--- src/rtl/dma_ch_mux.sv ---
// Arbitrated, registered N-channel DMA beat mux with a valid/ready output stage.
// Optional macro DMA_MUX_FIXED_PRIO_EN selects fixed lowest-index priority instead of round-robin.
module dma_ch_mux #(
    parameter int unsigned WIDTH  = 32,
    parameter int unsigned CH_NUM = 4,
    localparam int unsigned CHW   = $clog2(CH_NUM)
) (
    input  logic                    HCLK,
    input  logic                    HRESET,
    input  logic [CH_NUM-1:0]       ch_req,
    input  logic [CH_NUM*WIDTH-1:0] ch_data,
    input  logic [CH_NUM-1:0]       ch_last,
    output logic [CH_NUM-1:0]       ch_ack,
    output logic                    out_valid,
    output logic [WIDTH-1:0]        out_data,
    output logic [CHW-1:0]          out_ch,
    output logic                    out_last,
    input  logic                    out_ready,
    output logic                    busy
);

    typedef enum logic {StIdle, StGrant} state_t;

    state_t         state;
    logic [CHW-1:0] g;
    logic [CHW-1:0] ptr;
    logic [CHW-1:0] sel;
    logic           load;

    // Next channel to grant when leaving IDLE.
    always_comb begin
        sel = '0;
`ifdef DMA_MUX_FIXED_PRIO_EN
        for (int i = int'(CH_NUM) - 1; i >= 0; i--) begin
            if (ch_req[i]) sel = CHW'(i);
        end
`else
        begin
            logic        found;
            int unsigned idx;
            found = 1'b0;
            for (int unsigned k = 1; k <= CH_NUM; k++) begin
                idx = (32'(ptr) + k) % CH_NUM;
                if (!found && ch_req[idx]) begin
                    sel   = CHW'(idx);
                    found = 1'b1;
                end
            end
        end
`endif
    end

    // Acks are combinational so a ready downstream sustains one beat per cycle.
    always_comb begin
        load = !HRESET && (state == StGrant) && ch_req[g] && (!out_valid || out_ready);
        ch_ack = '0;
        ch_ack[g] = load;
    end

    assign busy = (state == StGrant) || out_valid;

    always_ff @(posedge HCLK) begin
        if (HRESET) begin
            state     <= StIdle;
            g         <= '0;
            ptr       <= CHW'(CH_NUM - 1);
            out_valid <= 1'b0;
            out_data  <= '0;
            out_ch    <= '0;
            out_last  <= 1'b0;
        end else begin
            unique case (state)
                StIdle: begin
                    if (|ch_req) begin
                        g     <= sel;
                        state <= StGrant;
                    end
                end
                StGrant: begin
                    if (load && ch_last[g]) begin
`ifndef DMA_MUX_FIXED_PRIO_EN
                        ptr <= g;
`endif
                        state <= StIdle;
                    end
                end
                default: state <= StIdle;
            endcase

            if (load) begin
                out_data  <= ch_data[g*WIDTH +: WIDTH];
                out_ch    <= g;
                out_last  <= ch_last[g];
                out_valid <= 1'b1;
            end else if (out_valid && out_ready) begin
                out_valid <= 1'b0;
            end
        end
    end

endmodule

--- config.mk ---
export PLATFORM = sky130hd
export DESIGN_NAME = dma_ch_mux
export DESIGN_NICKNAME = d
export VERILOG_FILES = /design/src/rtl/dma_ch_mux.sv
export SDC_FILE = /design/constraint.sdc
export NUM_CORES = 1
export LEC_CHECK = 0
export CAP_MARGIN = 20
export CORE_ASPECT_RATIO = 0.5
export CORE_UTILIZATION = 25
export DETAILED_ROUTE_END_ITERATION = 16
export PLACE_DENSITY = 0.63
export SLEW_MARGIN = 10
export SYNTH_ARGS = -nofsm -noshare
export SYNTH_HDL_FRONTEND = slang
export SYNTH_SLANG_ARGS = --single-unit
--- constraint.sdc ---
create_clock -name HCLK -period 1.5 [get_ports HCLK]
set_input_delay 0.225 -clock HCLK [delete_from_list [all_inputs] [get_ports HCLK]]
set_output_delay 0.225 -clock HCLK [all_outputs]
set_load 0.01 [all_outputs]
==> run metrics, run 1 <==
Worst EP required 1.27 ns; top-area cell type share of the netlist area approximately a third; NumNets Final around 590; Num CTS Buffers 5; Post-Synth Simple-Gate Area about 16%; Slew Viols, Final 0; CTS clk-pin slew, worst paths 0.06 ns; xor-xnor portion of the synthesized cell area 0%; first-pass GRT wire length 13.4 mm; Detailed Routing Iterations Pass 1 4; # setup viols final 39; Routed WL between 9 and 10 mm; core footprint about 9500 um^2; flop2flop setup slack -0.17 ns; most common cell after layout, fill and taps aside clkdlybuf4s50_1; remaining antenna violation count 0; DR DRC count 0; fill cell count 900; main combinational cell family by area after synthesis multiplexers; Initial Util 25.9%; grt ovf 0; Max-Slew Margin vs Limit 64.7%; syn_nets 395; Worst R2R Path Depth 7; worst hold path type flip-flop to flip-flop; average size of a mapped cell ~9.6 um^2; compound-gate portion of the synthesized area around 13%; crit path capture type output port; sequential element share of the synthesized area about a third; Arr. time, crit path 1.58 ns; failing checks negative setup slack; wire length per cell 16.1 um; ANT cells 0; Layout Utilization a little over 50%; Cell variety after synth 30; largest net degree at the start of global routing 42; CTS tree yes; HPWL after DPL between 6 and 7 mm; RR Endpoint out_data[16]; DIE WIDTH about 140 um; max cap viols 0; design area between 4000 and 5000 um^2; row cnt 25; htree depth 2; Tot Pwr 3.51 mW; area delta synth->final 96.6%; Worst setup startpoint g[1]; Startpoint Class flip-flop; minimum clock period between 1.5 and 2 ns; Pwr Density around 730 nW/um^2; Final Hold Viols 0; DRT iter0 DRCs 115; DIE AREA around 10000 um^2; worst slew pin tran around 0.53 ns; period utilization 121%; Clock Skews 0.00288 ns; Die Y-Extent roughly 72 um; gpl congestion ~0.74; Port-buffer cells between 150 and 200; Synth Area in Adders 0%; Total Routing Usage GR approximately 17%; VDD IR max 0.460 mV; r2r startpoint g[1]; Yosys reg bits just over 40; Worst Setup EP ch_ack[1]; Fmax approximately 550 MHz; multiplexer share of the synthesized area 31.4%; status finished with violations; root buffer cell clkbuf_16; Placed Area between 4000 and 5000 um^2; initial antenna violation count 0; gate count after technology mapping 256; RSZ-0062 raised after global routing yes; vias in the first global route about 2600; largest area contributor in the netlist dfxtp_1; Crit Path Max Fanout 3; final worst slack -0.308 ns; area of the mapped netlist about 2500 um^2; detail-routed via count per cell 4.64; clk sinks between 40 and 50; crit path kind flip-flop to output port; Max Root-Sink Buffers 2; most frequent cells in the layout 169 x clkdlybuf4s50_1, 74 x nand2_1, 39 x dfxtp_1; fraction of layout cells with a size suffix above 1 21.5%; Skew-Pair Late Insertion Delay roughly 0.28 ns; Synth area leaders dfxtp_1 33%, mux4_2 30%, nand2_1 11%; vias 2696; IO Pins 180; yosys warns 0; static leakage around 1.7 nW
## state kept, by name, indices dropped and copies added (netlist names)
signal / count
g: 2
out_ch: 2
out_data: 32
out_last: 1
out_valid: 1
ptr: 2
state: 1
## per-layer routing
layer / track usage, % / share of wire [%] / up-vias
met5: 0 / 0 / -
met3: 3.56 / 2.5 / 9
met1: 21.5 / 47 / 1327
met4: 4.06 / 1.1 / 0
li1: - / - / 1313
met2: 30.2 / 50 / 47
## timing repair
action | in CTS | in global routing
hold buffers | 0 | 0
resized for setup | 27 | 24
endpoints found under the setup margin | 41 | 44
pin swaps | 1 | 16
setup buffers | 0 | 2
gates cloned | 0 | 6
## critical path, cell delays in order (launching register included)
cell	delay (ns)
dfxtp_2	0.33
mux4_2	0.51
and3_4	0.17
and3_4	0.17
buf_6	0.11
## synthesized netlist by cell type
library cell and n:
nand2_1 74, dfxtp_1 41, a21oi_1 36, mux4_2 33
clkbuf_1 11, buf_2 6, o21ai_0 6, nor2_1 5
buf_6 4, inv_1 4, and3_1 3, buf_4 3
nand3_1 3, a21o_1 2, a311oi_1 2, and2_1 2
mux2i_1 2, nand2b_1 2, nor3_1 2, o211ai_1 2
o221ai_1 2, o22ai_1 2, or2_2 2, a21boi_0 1
a311o_1 1, a31o_2 1, mux2_2 1, nand3_2 1
nor2b_1 1, nor4_1 1
## layout make-up
type | instances | area (um^2) | share of cell area [%]
timing repair buffer | 207 | 2120 | 43.9
tap | 135 | 169 | 3.49
clock buffer | 7 | 143 | 2.94
inverter | 4 | 15.0 | 0.310
multi-input combinational | 187 | 1570 | 32.4
sequential | 41 | 823 | 17.0
## worst min path at each step
stage	depth (start not counted)	startpoint	endpoint
3_3_place_gp	2	out_data[1]	out_data[1]
6_report	2	out_data[30]	out_data[30]
2_1_floorplan	2	ch_req[0]	g[0]
3_5_place_dp	2	out_data[0]	out_data[0]
5_1_grt	2	out_data[14]	out_data[14]
4_1_cts	2	out_data[0]	out_data[0]
## per-stage QoR
| step | setup TNS, ns | hold slack, ns | std cells | worst slack, ns |
|---|---|---|---|---|
| floorplan | -2.98 | 0.429 | 256 | -0.141 |
| global placement | -22.81 | 0.441 | 566 | -0.679 |
| detailed placement | -25.31 | 0.447 | 566 | -0.728 |
| CTS | -6.87 | 0.455 | 573 | -0.323 |
| global route | -8.09 | 0.469 | 581 | -0.345 |
| finish | -6.10 | 0.450 | 581 | -0.308 |
## where the power goes
group	internal, mW	switching (mW)	leakage (nW)	total (mW)
Combinational	0.807	0.451	1.34	1.26
Clock	0.653	0.410	0.0700	1.06
Sequential	1.15	0.0368	0.334	1.19
## logic make-up (layout without fill, tap and decap cells)
kind of cell / Yosys count / after routing
compound gates: 55 / 55
buf+inv: 28 / 218
flops: 41 / 41
simple gates: 96 / 96
mux: 36 / 36
(Power assumes the default switching activity.)
==> run 2: changes to the inputs <==
Settings changed: SKIP_LAST_GASP from default to 1.
==> results of run 2 <==
Final layout, timing and power as in run 1 (identical DEF).
==> run 3: changes to the inputs <==
Settings changed: RECOVER_POWER from default to 25, SLEW_MARGIN 10 to default.
==> run metrics, run 3 (same netlist as run 1, synthesis figures left out) <==
status finished with violations; failing checks negative setup slack; Startpoint Class flip-flop; Max-Slew Margin vs Limit 64.7% (about the same); Finished Layout Cells 581 (unchanged); Skew-Pair Late Insertion Delay 0.28 ns (about the same); Pwr Density 726 nW/um^2 (+0.14%); Clock Skews 0.00263 ns (-0.000252 ns); M1 WL 4.35 mm (about the same); Num CTS Buffers 5 (unchanged); minimum clock period 1.81 ns (+0.00159 ns); Largest Register out_data; NumNets Final 585 (unchanged); vias 2695 (-0.037%); largest net degree at the start of global routing 42 (unchanged); Routed WL 9.32 mm (-0.14%); WL met3 233 um (-1.3%); Crit Path Max Fanout 3 (unchanged); Final Hold Viols 0 (unchanged); gpl congestion 0.739 (unchanged); clk sinks 41 (unchanged); Detailed Routing Iterations Pass 1 4 (unchanged); CTS clk-pin slew, worst paths 0.06 ns (about the same); HPWL after DPL 6.74 mm (unchanged); Placed Area 4490 um^2 (unchanged); htree depth 2 (unchanged); ANT cells 0 (unchanged); design area 4830 um^2 (-0.18%); crit path kind flip-flop to output port; Comb pwr share 35.7% (about the same); period utilization 121% (about the same); DRT iter0 DRCs 108 (-6.1%); wire length per cell 16.0 um (-0.14%); remaining antenna violation count 0 (unchanged); Die Y-Extent 72.2 um (unchanged); most frequent cells in the layout 164 x clkdlybuf4s50_1, 74 x nand2_1, 39 x dfxtp_1; Hold-fix buffers, CTS 0 (unchanged); most common cell after layout, fill and taps aside clkdlybuf4s50_1; root buffer cell clkbuf_16; DR top layer met4; detail-routed via count per cell 4.64 (about the same); CTS tree yes; DIE WIDTH 142 um (unchanged); initial antenna violation count 0 (unchanged); Initial Util 25.9% (unchanged); Arr. time, crit path 1.58 ns (about the same); Port-buffer cells 179 (unchanged); crit path capture type output port; area delta synth->final 96.2%; Tot Pwr 3.51 mW (about the same); Fmax 553 MHz (about the same); first-pass GRT wire length 13.4 mm (unchanged); max cap viols 0 (unchanged); Seq pwr share 33.9% (about the same); DIE AREA 10300 um^2 (unchanged); RSZ-0062 raised after global routing yes; # setup viols final 39 (unchanged); WHS 0.450 ns (unchanged); Slew Viols, Final 0 (unchanged); cell internal pwr 2.61 mW (-0.20%); Total Routing Usage GR 17.1% (unchanged); core footprint 9510 um^2 (unchanged); IO Pins 180 (unchanged); fill cell count 903 (+0.33%); worst hold path type flip-flop to flip-flop; static leakage 1.74 nW (-0.25%); VDD IR max 0.463 mV (+0.70%); worst slew pin tran 0.530 ns (+0.000943 ns); switching part of the total 25.7% (+0.12 points); final worst slack -0.310 ns (-0.00159 ns); Worst EP required 1.27 ns (about the same); clock power share 30.4% (about the same); switching power 901 uW (+0.41%); vias in the first global route 2588 (unchanged); DR DRC count 0 (unchanged); DP Worst Slack -0.728 ns (unchanged); max FFs per register 32 (unchanged); met2 wire length 4.64 mm (-0.19%); Cells after DPL 566 (unchanged); grt ovf 0 (unchanged); fraction of layout cells with a size suffix above 1 21.3% (-0.22 points); Max Root-Sink Buffers 2 (unchanged); row cnt 25 (unchanged)
[run 3: worst paths after layout]
path,slack (ns),endpoint,cells after the start,from
min reg2reg,0.45,out_data[30],2,out_data[30]
max reg2reg,-0.17,out_data[16],7,g[1]
max,-0.31,ch_ack[1],4,g[1]
min,0.45,out_data[30],2,out_data[30]
[run 3: worst max-delay path, cell delays in order (launching register included)]
cell     delay (ns)
dfxtp_2        0.33
mux4_2         0.51
and3_4         0.17
and3_4         0.17
buf_6          0.11
[run 3: routing by layer]
layer | track usage (%) | up-vias
met5 | 0 | -
met4 | 4.06 | 0
met3 | 3.56 | 9
met2 | 30.2 | 41
met1 | 21.5 | 1331
li1 | - | 1314
[run 3: layout make-up]
class | instances | area [um^2] | share of cell area [%]
Clock buffer | 7 | 143 | 2.95
Inverter | 4 | 15.0 | 0.311
Multi-Input combinational cell | 187 | 1570 | 32.5
Sequential cell | 41 | 823 | 17.0
Tap cell | 135 | 169 | 3.49
Timing Repair Buffer | 207 | 2120 | 43.8
[run 3: per-stage QoR]
stage          setup TNS (ns)  util, %
2_1_floorplan           -2.98        -
5_1_grt                 -8.11     50.8
4_1_cts                 -6.87     48.7
3_5_place_dp           -25.31     47.2
3_3_place_gp           -22.81     47.2
6_report                -6.08     50.8
[run 3: timing repair]
action | in CTS | in global routing
gates resized for setup | 27 | 24
gates cloned | 0 | 6
setup endpoints to repair | 41 | 44
setup buffers | 0 | 2
pin swaps | 1 | 16
[run 3: power groups by stage]
stage,registers (mW),clock network [mW],logic [mW]
after floorplan,1.23,0,0.536
after global placement,1.21,0,1.17
after detailed placement,1.22,0,1.17
after CTS,1.19,1.10,1.18
after global routing,1.20,1.14,1.34
final,1.19,1.07,1.25
